$ cat config.mk
export PLATFORM = sky130hd
export DESIGN_NAME = l1_l2_msg_queue
export DESIGN_NICKNAME = d
export VERILOG_FILES = /design/src/rtl/cache_pkg.sv /design/src/rtl/sync_fifo.sv /design/src/rtl/l1_l2_msg_queue.sv
export SDC_FILE = /design/constraint.sdc
export NUM_CORES = 1
export LEC_CHECK = 0
export BUFFER_PORTS_ARGS = -buffer_cell sky130_fd_sc_hd__buf_4
export CAP_MARGIN = 20
export CELL_PAD_IN_SITES_DETAIL_PLACEMENT = 1
export CELL_PAD_IN_SITES_GLOBAL_PLACEMENT = 1
export CORE_ASPECT_RATIO = 0.5
export CORE_MARGIN = 5
export CORE_UTILIZATION = 50
export CTS_CLUSTER_DIAMETER = 100
export DETAILED_ROUTE_END_ITERATION = 10
export MAX_ROUTING_LAYER = met4
export PLACE_DENSITY_LB_ADDON = 0.25
export SYNTH_ARGS = -nofsm -noshare
export SYNTH_HDL_FRONTEND = slang
export SYNTH_HIERARCHICAL = 1
export SYNTH_SLANG_ARGS = --single-unit
$ cat constraint.sdc
create_clock -name clk -period 5.2 [get_ports clk]
set_input_delay 1.04 -clock clk [delete_from_list [all_inputs] [get_ports clk]]
set_output_delay 1.04 -clock clk [all_outputs]
set_load 0.005 [all_outputs]
$ cat src/rtl/cache_pkg.sv
// cache_pkg
//   Types and constants shared by the L1 data cache and its L2 message queue.
//   - l2_op_t : L2 bus operation carried from the cache to the L2 port
//   - mesi_t  : cache line coherence state
//   - LINE_BYTES_DEF : default cache line size in bytes
package cache_pkg;

  typedef enum logic [1:0] {
    L2_READ   = 2'd0,
    L2_WRITE  = 2'd1,
    L2_RFO    = 2'd2,
    L2_RETURN = 2'd3
  } l2_op_t;

  typedef enum logic [1:0] {
    MESI_INVALID   = 2'd0,
    MESI_SHARED    = 2'd1,
    MESI_EXCLUSIVE = 2'd2,
    MESI_MODIFIED  = 2'd3
  } mesi_t;

  localparam int LINE_BYTES_DEF = 64;

endpackage

$ cat src/rtl/sync_fifo.sv
// sync_fifo
//   Single-clock FIFO. Occupancy is kept in its own register rather than being
//   derived from the pointer difference. Pushes while full and pops while empty
//   are ignored. Storage is not reset; callers mask rdata with !empty.
// Ports
//   clk, rst        : clock, asynchronous active-high reset
//   push, wdata     : write request and data
//   pop, rdata      : read request and head data (valid while !empty)
//   full, empty     : occupancy flags
//   count           : occupancy, 0..DEPTH
module sync_fifo #(
  parameter int WIDTH = 34,
  parameter int DEPTH = 8
) (
  input  logic                     clk,
  input  logic                     rst,
  input  logic                     push,
  input  logic [WIDTH-1:0]         wdata,
  input  logic                     pop,
  output logic [WIDTH-1:0]         rdata,
  output logic                     full,
  output logic                     empty,
  output logic [$clog2(DEPTH):0]   count
);

  localparam int AW = $clog2(DEPTH);

  logic [WIDTH-1:0] mem [DEPTH];
  logic [AW-1:0]    wr_ptr;
  logic [AW-1:0]    rd_ptr;
  logic [AW:0]      count_q;
  logic             do_push;
  logic             do_pop;

  assign full    = (count_q == (AW+1)'(DEPTH));
  assign empty   = (count_q == '0);
  assign do_push = push && !full;
  assign do_pop  = pop && !empty;
  assign rdata   = mem[rd_ptr];
  assign count   = count_q;

  always_ff @(posedge clk) begin
    if (do_push) mem[wr_ptr] <= wdata;
  end

  // DEPTH is a power of two, so the pointers wrap on plain increment.
  always_ff @(posedge clk or posedge rst) begin
    if (rst) begin
      wr_ptr  <= '0;
      rd_ptr  <= '0;
      count_q <= '0;
    end else begin
      if (do_push) wr_ptr <= wr_ptr + 1'b1;
      if (do_pop)  rd_ptr <= rd_ptr + 1'b1;
      case ({do_push, do_pop})
        2'b10:   count_q <= count_q + 1'b1;
        2'b01:   count_q <= count_q - 1'b1;
        default: count_q <= count_q;
      endcase
    end
  end

endmodule

$ cat src/rtl/l1_l2_msg_queue.sv
// l1_l2_msg_queue
//   Buffers L2 bus operations issued by the L1 data cache and drains them to the
//   L2 port in strict FIFO order. Addresses are line aligned on entry. Keeps
//   saturating per-type counts of delivered messages; with MODE=1 each
//   delivered message is printed in simulation.
//   Handshake: a transfer happens on a rising edge where valid && ready. The
//   sender holds valid, type and address stable until that edge. msg_ready is
//   !full (a same-cycle pop does not free a slot for a push).
// Ports
//   clk, rst                      : clock, asynchronous active-high reset
//   msg_valid/msg_type/msg_addr   : message from the cache
//   msg_ready                     : queue can accept
//   l2_valid/l2_type/l2_addr      : head entry towards L2 (zero when empty)
//   l2_ready                      : L2 consumes the head
//   q_count, q_empty              : occupancy
//   cnt_read..cnt_return          : delivered messages per type
module l1_l2_msg_queue
  import cache_pkg::*;
#(
  parameter int ADDR_W     = 32,
  parameter int LINE_BYTES = LINE_BYTES_DEF,
  parameter int DEPTH      = 8,
  parameter int CNT_W      = 32,
  parameter bit MODE       = 1'b1
) (
  input  logic                     clk,
  input  logic                     rst,
  input  logic                     msg_valid,
  input  logic [1:0]               msg_type,
  input  logic [ADDR_W-1:0]        msg_addr,
  output logic                     msg_ready,
  output logic                     l2_valid,
  output logic [1:0]               l2_type,
  output logic [ADDR_W-1:0]        l2_addr,
  input  logic                     l2_ready,
  output logic [$clog2(DEPTH):0]   q_count,
  output logic                     q_empty,
  output logic [CNT_W-1:0]         cnt_read,
  output logic [CNT_W-1:0]         cnt_write,
  output logic [CNT_W-1:0]         cnt_rfo,
  output logic [CNT_W-1:0]         cnt_return
);

  localparam int EW = 2 + ADDR_W;
  localparam logic [ADDR_W-1:0] LINE_MASK = ~(ADDR_W'(LINE_BYTES - 1));

  logic [EW-1:0]    wdata;
  logic [EW-1:0]    head;
  logic             full;
  logic             empty;
  logic             push;
  logic             pop;
  l2_op_t           head_type;
  logic [CNT_W-1:0] cnt_q [4];

  assign wdata     = {msg_type, msg_addr & LINE_MASK};
  assign msg_ready = !full;
  assign l2_valid  = !empty;
  assign q_empty   = empty;
  assign push      = msg_valid && msg_ready;
  assign pop       = l2_valid && l2_ready;
  assign head_type = l2_op_t'(head[EW-1 -: 2]);

  // Storage is unreset, so the head is forced to zero whenever it is not valid.
  assign l2_type = l2_valid ? head[EW-1 -: 2]    : 2'd0;
  assign l2_addr = l2_valid ? head[ADDR_W-1:0]   : '0;

  sync_fifo #(
    .WIDTH (EW),
    .DEPTH (DEPTH)
  ) u_fifo (
    .clk   (clk),
    .rst   (rst),
    .push  (push),
    .wdata (wdata),
    .pop   (pop),
    .rdata (head),
    .full  (full),
    .empty (empty),
    .count (q_count)
  );

  // Counters stop at all-ones instead of wrapping.
  always_ff @(posedge clk or posedge rst) begin
    if (rst) begin
      for (int i = 0; i < 4; i++) cnt_q[i] <= '0;
    end else if (pop && (cnt_q[head_type] != '1)) begin
      cnt_q[head_type] <= cnt_q[head_type] + 1'b1;
    end
  end

  assign cnt_read   = cnt_q[L2_READ];
  assign cnt_write  = cnt_q[L2_WRITE];
  assign cnt_rfo    = cnt_q[L2_RFO];
  assign cnt_return = cnt_q[L2_RETURN];

`ifndef SYNTHESIS
  generate
    if (MODE) begin : g_display
      always_ff @(posedge clk) begin
        if (!rst && pop) begin
          case (head_type)
            L2_READ:   $display("Read from L2 %h", l2_addr);
            L2_WRITE:  $display("Write to L2 %h", l2_addr);
            L2_RFO:    $display("Read for Ownership from L2 %h", l2_addr);
            default:   $display("Return data to L2 %h", l2_addr);
          endcase
        end
      end
    end
  endgenerate
`endif

endmodule

# Word-level counts from Yosys, hierarchy flattened
# Memory sizes are Yosys's and may differ from the RTL's.
# Cells that the tools add are included.
[op_classes]
add_sub_neg = 5
mul = 0
div_mod_pow = 0
n_lt_le_gt_ge = 2
n_eq_ne = 4
shifts = 0
mux = 11
bitwise = 1
reduce_logical = 10
[ops]
columns = ["operator", "count"]
rows = [
  ["bitwise mux 128 bit", 1],
  ["2-to-1 mux 32 bit", 4],
  ["binary-select mux 32 bit (select 2 bit)", 1],
  ["demux 32 bit (select 2 bit)", 1],
  ["adder 32 x 1 -> 32 bit (second input constant)", 1],
  ["!= test 32 bit (second input constant)", 1],
  ["one-hot mux 4 bit (2 select lines)", 1],
  ["adder 3 x 1 -> 3 bit (second input constant)", 2],
  ["logical AND 1 bit", 6],
  ["adder 4 x 1 -> 4 bit (second input constant)", 1],
  ["== test 4 bit (second input constant)", 1],
  ["logical NOT 4 bit", 1],
  ["subtractor 4 x 1 -> 4 bit (second input constant)", 1],
  [">= comparator 3 bit (second input constant)", 1],
  ["< comparator 3 x 1 -> 1 bit (second input constant)", 1],
  ["NOT 2 -> 3 bit", 1],
  ["== test 2 x 1 -> 1 bit (second input constant)", 1],
  ["== test 2 bit (second input constant)", 1],
  ["logical NOT 1 bit", 2],
  ["2-to-1 mux 1 bit", 2],
  ["2-to-1 mux 2 bit", 1],
  ["nonzero test 2 bit", 1],
]
[totals]
ff_bits = 138
latchBits = 0
mem_bits_rw = 224
mem_bits_ro = 0
in_bits = 38
output_inout_bits = 169
mem_count = 1
[mem_list]
columns = ["memory", "words", "word_bits", "read_ports", "rd_clocked_by_memory_dff", "write_ports", "line_no", "text"]
rows = [
  ["u_fifo.mem", 8, 28, 1, 0, 1, "sync_fifo.sv:28", "logic [WIDTH-1:0] mem [DEPTH];"],
]

# Logic depth before layout (Yosys ltp)
# Gate-level depths: netlist of run 1.
# An unclocked memory read counts as a cell.
[logic_depth]
ltp_word = 7
depth_mapped = 21
depth_no_buf = 12

# By module
# The synthesis of run 1 kept the hierarchy.
[modules_own_cells]
columns = ["mod", "instances", "cells_each", "area_per_inst_um2"]
rows = [
  ["sync_fifo", 1, 462, 10890.4],
  ["l1_l2_msg_queue", 1, 452, 6483.7],
]

# Worst setup path before layout of run 1
# OpenSTA, ideal clock, no wires.
[synth_timing]
kind = "register -> register"
start = "register u_fifo.rd_ptr[0]"
end = "register cnt_q, in the netlist cnt_write[12]"
setup_ns = 0.128
arrival_time_ns = 4.506
setup_slack_ns = 0.566
stages_incl_launch_ff = 20
synth_period_minus_slack_ns = 4.634
cell_sequence = "dfrtp_1 buf_6 buf_2 mux4_2 mux2_2 buf_6 buf_6 buf_6 mux2_2 o21ai_0 inv_1 ha_1 and4_1 clkbuf_1 nand3_1 nor4_4 or4b_1 buf_2 buf_4 mux2_1"
[synth_via]
elab_chain_cells = 7
[synth_rtl]
columns = ["element", "line_no", "text"]
rows = [
  ["start, declared", "sync_fifo.sv:30", "logic [AW-1:0] rd_ptr;"],
  ["start signal, assigned", "sync_fifo.sv:54", "if (do_pop) rd_ptr <= rd_ptr + 1'b1;"],
  ["memory read (8 x 28 bit) *", "-", ""],
  ["named net head[32]", "l1_l2_msg_queue.sv:48", "logic [EW-1:0] head;"],
  ["NOT 2 -> 3 bit (implied by the code) *", "l1_l2_msg_queue.sv:87, l1_l2_msg_queue.sv:88", ""],
  ["binary-select mux 32 bit (select 2 bit), or another cell as far along", "l1_l2_msg_queue.sv:87, l1_l2_msg_queue.sv:88", ""],
  ["2-to-1 mux 32 bit (implied by the code) / logical AND 1 bit (equally long branches)", "l1_l2_msg_queue.sv:87, l1_l2_msg_queue.sv:88", ""],
  ["2-to-1 mux 32 bit (on tied branches)", "l1_l2_msg_queue.sv:87, l1_l2_msg_queue.sv:88", ""],
  ["adder 32 x 1 -> 32 bit, or another cell as far along", "l1_l2_msg_queue.sv:88", "cnt_q[head_type] <= cnt_q[head_type] + 1'b1;"],
  ["bitwise mux 128 bit / logical AND 1 bit (equally long branches)", "l1_l2_msg_queue.sv:88, l1_l2_msg_queue.sv:87", ""],
  ["end signal, assigned by index", "l1_l2_msg_queue.sv:88", ""],
  ["end, declared", "l1_l2_msg_queue.sv:54", "logic [CNT_W-1:0] cnt_q [4];"],
]
# The timed path passes the listed nets; every way through them passes the cells marked *. The select of a mux whose other input is x is not followed.
# A chain may end at the register's enable or synchronous reset.

# Worst setup path in the final report of run 1
[layout_timing]
start = "register u_fifo.rd_ptr[0]"
end = "register cnt_q, in the netlist cnt_write[18]"
# The elaborated chain is that of the path after synthesis.

==> results_dict.tcl, run 1 <==
set metrics [dict create \
    synth_area_leaders "edfxtp_1 (47%), dfrtp_1 (20%), mux4_2 (13%)" \
    rows 48 \
    synth.mux.area_fraction 0.239 \
    cts_resized 0 \
    crit_slowest_cell "dfrtp_4" \
    finalSetupViolations 0 \
    place_ws_ns 0.316 \
    drcViolationCount 0 \
    clock-sinks 410 \
    netlist_instances 914 \
    numCtsBuffers 38 \
    placed_area_sq_um 19700 \
    chipHeight_um 142 \
    hold_path_class "input port to async pin" \
    synth_xor_area_frac 0.0186 \
    crit_path_end_kind "flip-flop" \
    worst_path_most_repeated_cell "buf_4" \
    drive_above_1_share 0.468 \
    totalWireLength_um 42100 \
    clock_latency_ns 0.54 \
    overflow 0 \
    r2r_slack_ns 0.45 \
    cts_max_path_buffers 3 \
    final_common_cell "edfxtp_1" \
    tritoncts "yes" \
    first_iter_violations 501 \
    portBuffers 200 \
    path_class "flip-flop to flip-flop" \
    area_growth_pct 21.1 \
    gp_congestion 0.793 \
    cp_cell_sequence "mux4_2, mux2_2, buf_4, mux4_2, nand4_2, or4_4, nor4_4, buf_4, or4b_1, buf_4, mux2_2" \
    nFillCells 3017 \
    synth_top_area_frac 0.470 \
    dp_cells 1616 \
    start_kind "flip-flop" \
    synth_ff_type "edfxtp_1" \
    finalNetCount 1229 \
    max_stage_delay_ns 0.69 \
    power_density_nw_per_um2 529 \
    critical_path.max_fanout 22 \
    r2r_start "u_fifo/rd_ptr[0]" \
    routed_via_density 5.58 \
    final_cell_mix "edfxtp_1 (272), buf_4 (227), mux2_2 (142)" \
    finalCritPeriodShare 0.914 \
    r2r_end "cnt_write[18]" \
    wl_per_cell_um 24.9 \
    ys_ff_latch 410 \
    path_buf_inv 3 \
    status "complete, no violations" \
    synth_compound_area_frac 0.00324 \
    final_area_sq_um 21000 \
    worst_ep_arrival_time_ns 5.17 \
    grt_max_degree 81 \
    power.leakage_nw 8.36 \
    fmax_mhz 210 \
    synth_top_family_by_area "multiplexers" \
    start_util 0.506 \
    worstMarginPinSlew_ns 0.943 \
    max_cap_violations 0 \
    yosys_warnings 6 \
    fp.dieArea_sq_um 38800 \
    io_pins 207 \
    slew_headroom 0.370 \
    first_global_vias 10600 \
    fin_util 0.613 \
    synth_edf_count 272 \
    yosys.area.top_type "edfxtp_1" \
    final_cells 1690 \
    skew_ns 0.0170 \
    peakVddDrop_v 0.000318 \
    yosysUniqueCellTypes 47 \
    post-dp-hpwl_um 26500 \
    synth_area_sq_um 17400 \
    cpLargestDelayFamily "multiplexers" \
    ant_nets 0 \
    antenna_found_initial 1 \
    worst_slack_ns 0.449 \
    cp.required_ns 5.62 \
    die_w_um 274 \
    grt_pass1_wl_um 65400 \
    hold_viol 0 \
    yosysSeqAreaShare 0.669 \
    fin_setup_tns_ns 0 \
    synthAdderAreaFrac 0.00547 \
    synth-simple-area-share 0.0445 \
    synthArstFlopShare 0.337 \
    first_pass_iters 4 \
    finalCriticalPeriod_ns 4.75 \
    grt_usage 0.226 \
    vias 9431 \
    clkSlewWorstSetupHoldPaths_ns 0.07 \
    core_sq_um 34400 \
    rsz0062_at_grt "no" \
    clockRootBuffer "clkbuf_16" \
    htreeDepth 2 \
    reg2regPathDepth 11 \
    drv_slew 0 \
    syn_area_per_cell_sq_um 19.0 \
]
==> power by group <==
part | internal [W] | leakage (nW) | total [W] | switching [W]
clock | 0.00171 | 0.626 | 0.00297 | 0.00126
combinational | 0.00198 | 3.39 | 0.00393 | 0.00194
sequential | 0.00395 | 4.34 | 0.00423 | 0.000279
==> worst max-delay path by stage <==
stage	end	from	cells after the start	slack [ns]
after floorplan	cnt_write[12]	u_fifo/rd_ptr[0]	19	0.57
after global placement	cnt_read[21]	u_fifo/rd_ptr[0]	14	0.31
after detailed placement	cnt_read[16]	u_fifo/rd_ptr[0]	14	0.32
after CTS	cnt_read[1]	u_fifo/rd_ptr[0]	14	0.26
after global routing	cnt_write[25]	u_fifo/rd_ptr[0]	11	0.21
final	cnt_write[18]	u_fifo/rd_ptr[0]	11	0.45
==> worst min-delay path, stage by stage <==
cell and delay [ns]:
buf_4 0.12, inv_4 0.04, buf_4 0.19
==> cells by family (layout without fill, tap and decap cells) <==
family,after synthesis,in the layout
fa+ha+maj,7,7
flops,410,410
xor+xnor,36,36
mux,266,266
simple gates,126,126
compound gates,8,8
other cells,1,49
buf+inv,60,313
==> per-layer routing <==
layer | track usage | share of wire
met1 | 0.281 | 0.41
met2 | 0.401 | 0.54
met3 | 0.0330 | 0.036
met4 | 0.0483 | 0.019
met5 | - | 0
==> area by class of cell <==
| cell class | count | area (sq um) | share of cell area |
|---|---|---|---|
| Sequential cell | 410 | 11600 | 0.553 |
| Clock inverter | 25 | 313 | 0.0149 |
| Antenna cell | 1 | 2.50 | 0.000119 |
| Inverter | 13 | 51.3 | 0.00244 |
| Timing Repair Buffer | 230 | 1780 | 0.0845 |
| Tap cell | 475 | 594 | 0.0282 |
| Clock buffer | 45 | 1010 | 0.0479 |
| Multi-Input combinational cell | 491 | 5670 | 0.269 |
==> synthesized netlist by cell type (8+ instances only) <==
cell	count
dfrtp_1	138
nand3_1	16
inv_1	13
edfxtp_1	272
mux2_2	142
buf_6	8
nor2_1	10
nor2b_1	36
nand4_1	11
xnor2_1	29
nand2_1	17
buf_2	19
mux4_2	99
mux2_1	13
clkbuf_1	14
mux2_4	10
==> what timing repair did <==
item,CTS,global route
hold buffers,0,0
endpoints found under the setup margin,0,3
setup buffers,0,1
==> flip-flops by register name, summed over array words and instances, names as in the netlist <==
register	flops
u_fifo/count	4
cnt_read	32
cnt_write	32
cnt_return	32
cnt_rfo	32
u_fifo/mem	272
u_fifo/rd_ptr	3
u_fifo/wr_ptr	3
==> per-stage QoR <==
step | hold slack (ns) | power [W]
finish | 0.506 | 0.0111
global placement | 0.495 | 0.00809
CTS | 0.515 | 0.0112
global route | 0.496 | 0.0117
floorplan | 0.485 | 0.00686
detailed placement | 0.510 | 0.00826
Power figures use the tool's default switching activity.
==> run 2: changes to the inputs <==
BUFFER_PORTS_ARGS = unset   (was -buffer_cell sky130_fd_sc_hd__buf_4)
CORE_UTILIZATION = 55   (was 50)
DONT_BUFFER_PORTS = 1   (was unset)
SLEW_MARGIN = 20   (was unset)
==> results_dict.tcl, run 2 (synthesis results as in run 1) <==
set metrics [dict create \
    numCtsBuffers 37 \
    fmax_mhz 202 \
    endpoint "cnt_rfo[9]" \
    post-dp-hpwl_um 25000 \
    power.leakage_nw 7.25 \
    first_global_vias 9722 \
    hold_ws_ns 0.370 \
    largest_reg_flops 272 \
    max_cap_violations 0 \
    final_cell_mix "edfxtp_1 (272), mux2_2 (142), dfrtp_1 (135)" \
    slew_headroom 0.355 \
    post_cts_buffers 0 \
    first_iter_violations 530 \
    fin_setup_tns_ns 0 \
    final_common_cell "edfxtp_1" \
    fp.dieArea_sq_um 35500 \
    grt_pass1_wl_um 60600 \
    cp.required_ns 5.61 \
    switchingPower_w 0.00326 \
    grt_usage 0.232 \
    drcViolationCount 0 \
    cts_max_path_buffers 3 \
    critical_path.max_fanout 21 \
    power_density_nw_per_um2 534 \
    r2r_start "u_fifo/rd_ptr[0]" \
    final_cells 1439 \
    peakVddDrop_v 0.000275 \
    grt_max_degree 82 \
    diodes 0 \
    wl_per_cell_um 27.4 \
    r2r_end "cnt_rfo[9]" \
    start_util 0.553 \
    hold_viol 0 \
    core_sq_um 31400 \
    htreeDepth 2 \
    reg2regPathDepth 12 \
    clockRootBuffer "clkbuf_16" \
    start_kind "flip-flop" \
    overflow 0 \
    hold_path_class "input port to async pin" \
    cts_resized 0 \
    io_pins 207 \
    finalSetupViolations 0 \
    pwr-share-clk 0.262 \
    totalWireLength_um 39400 \
    crit_path_end_kind "flip-flop" \
    worst_path_most_repeated_cell "mux2_2" \
    max_stage_delay_ns 0.81 \
    clock-sinks 410 \
    cpLargestDelayFamily "multiplexers" \
    placed_area_sq_um 18100 \
    ant_nets 0 \
    drive_above_1_share 0.356 \
    finalCritPeriodShare 0.952 \
    path_buf_inv 2 \
    antenna_found_initial 0 \
    area_growth_pct 11.2 \
    chipHeight_um 136 \
    rsz0062_at_grt "no" \
    critPathLaunch "u_fifo/rd_ptr[0]" \
    dp_cells 1370 \
    first_pass_iters 4 \
    clock_latency_ns 0.54 \
    clkSlewWorstSetupHoldPaths_ns 0.07 \
    place_ws_ns 0.260 \
    worstMarginPinSlew_ns 0.963 \
    gp_congestion 0.778 \
    drv_slew 0 \
    finalNetCount 1024 \
    tritoncts "yes" \
    holdBufCountCts 0 \
    r2r_slack_ns 0.25 \
    worst_slack_ns 0.250 \
    p_sw_frac 0.317 \
    skew_ns 0.0199 \
    crit_slowest_cell "nor4b_4" \
    finalCriticalPeriod_ns 4.95 \
    combPwrFrac 0.327 \
    seqPwrFrac 0.411 \
    p_int_w 0.00704 \
    portBuffers 0 \
    rows 46 \
    cp_cell_sequence "mux4_2, mux2_2, mux2_2, o21ai_0, inv_1, ha_1, and4_1, nand3_1, nor4_4, nor4b_4, buf_4, mux2_2" \
    routed_via_density 5.95 \
    status "complete, no violations" \
    worst_ep_arrival_time_ns 5.36 \
    vias 8566 \
    largest_register "u_fifo/mem" \
    die_w_um 261 \
    crit_cells 12 \
    final_area_sq_um 19300 \
    path_class "flip-flop to flip-flop" \
]
-- run 2: changes by cell type in the layout (fill, tap and decap cells not counted) --
cell        change
clkbuf_16       -1
clkinvlp_2      -2
clkbuf_1        +5
clkbuf_8        +6
inv_4           -1
bufinv_16       -5
dfrtp_2         +1
diode_2         -1
buf_12          -1
clkinv_1        -2
dfrtp_4         -1
clkinvlp_4      -3
buf_4         -203
-- run 2: stage by stage --
step	utilization	power, W
2_1_floorplan	-	0.00686
3_3_place_gp	0.575	0.00754
3_5_place_dp	0.575	0.00767
4_1_cts	0.613	0.0104
5_1_grt	0.615	0.0108
6_report	0.615	0.0103
-- run 2: metal layers --
| layer | global-route usage | vias up | wire length [um] |
|---|---|---|---|
| met1 | 0.278 | 4637 | 15000 |
| met2 | 0.410 | 194 | 21300 |
| met5 | - | - | 0 |
| li1 | - | 3674 | - |
| met4 | 0.0574 | 0 | 841 |
| met3 | 0.0479 | 61 | 2230 |
-- run 2: how the worst min path moves through the flow --
stage	endpoint	slack [ns]	from	depth (start not counted)
after CTS	u_fifo/wr_ptr[1]	0.36	rst	1
after floorplan	u_fifo/wr_ptr[0]	0.48	u_fifo/wr_ptr[0]	1
after global routing	u_fifo/wr_ptr[0]	0.38	rst	1
after detailed placement	u_fifo/wr_ptr[0]	0.52	u_fifo/wr_ptr[0]	1
after global placement	u_fifo/wr_ptr[0]	0.50	u_fifo/wr_ptr[0]	1
final	u_fifo/wr_ptr[0]	0.37	rst	1
-- run 2: power by group through the flow --
stage          registers [W]  clock network [W]  logic (W)
6_report             0.00424            0.00270    0.00337
5_1_grt              0.00427            0.00294    0.00360
4_1_cts              0.00425            0.00277    0.00339
3_5_place_dp         0.00430                  0    0.00336
3_3_place_gp         0.00426                  0    0.00328
2_1_floorplan        0.00416                  0    0.00270
-- run 2: area by class of cell --
cell class | instances | area (sq um)
fill | 2704 | 12100
sequential | 410 | 11600
multi-input combinational | 491 | 5670
clock buffer | 55 | 1080
tap | 432 | 541
timing repair buffer | 26 | 235
clock inverter | 12 | 114
inverter | 13 | 53.8
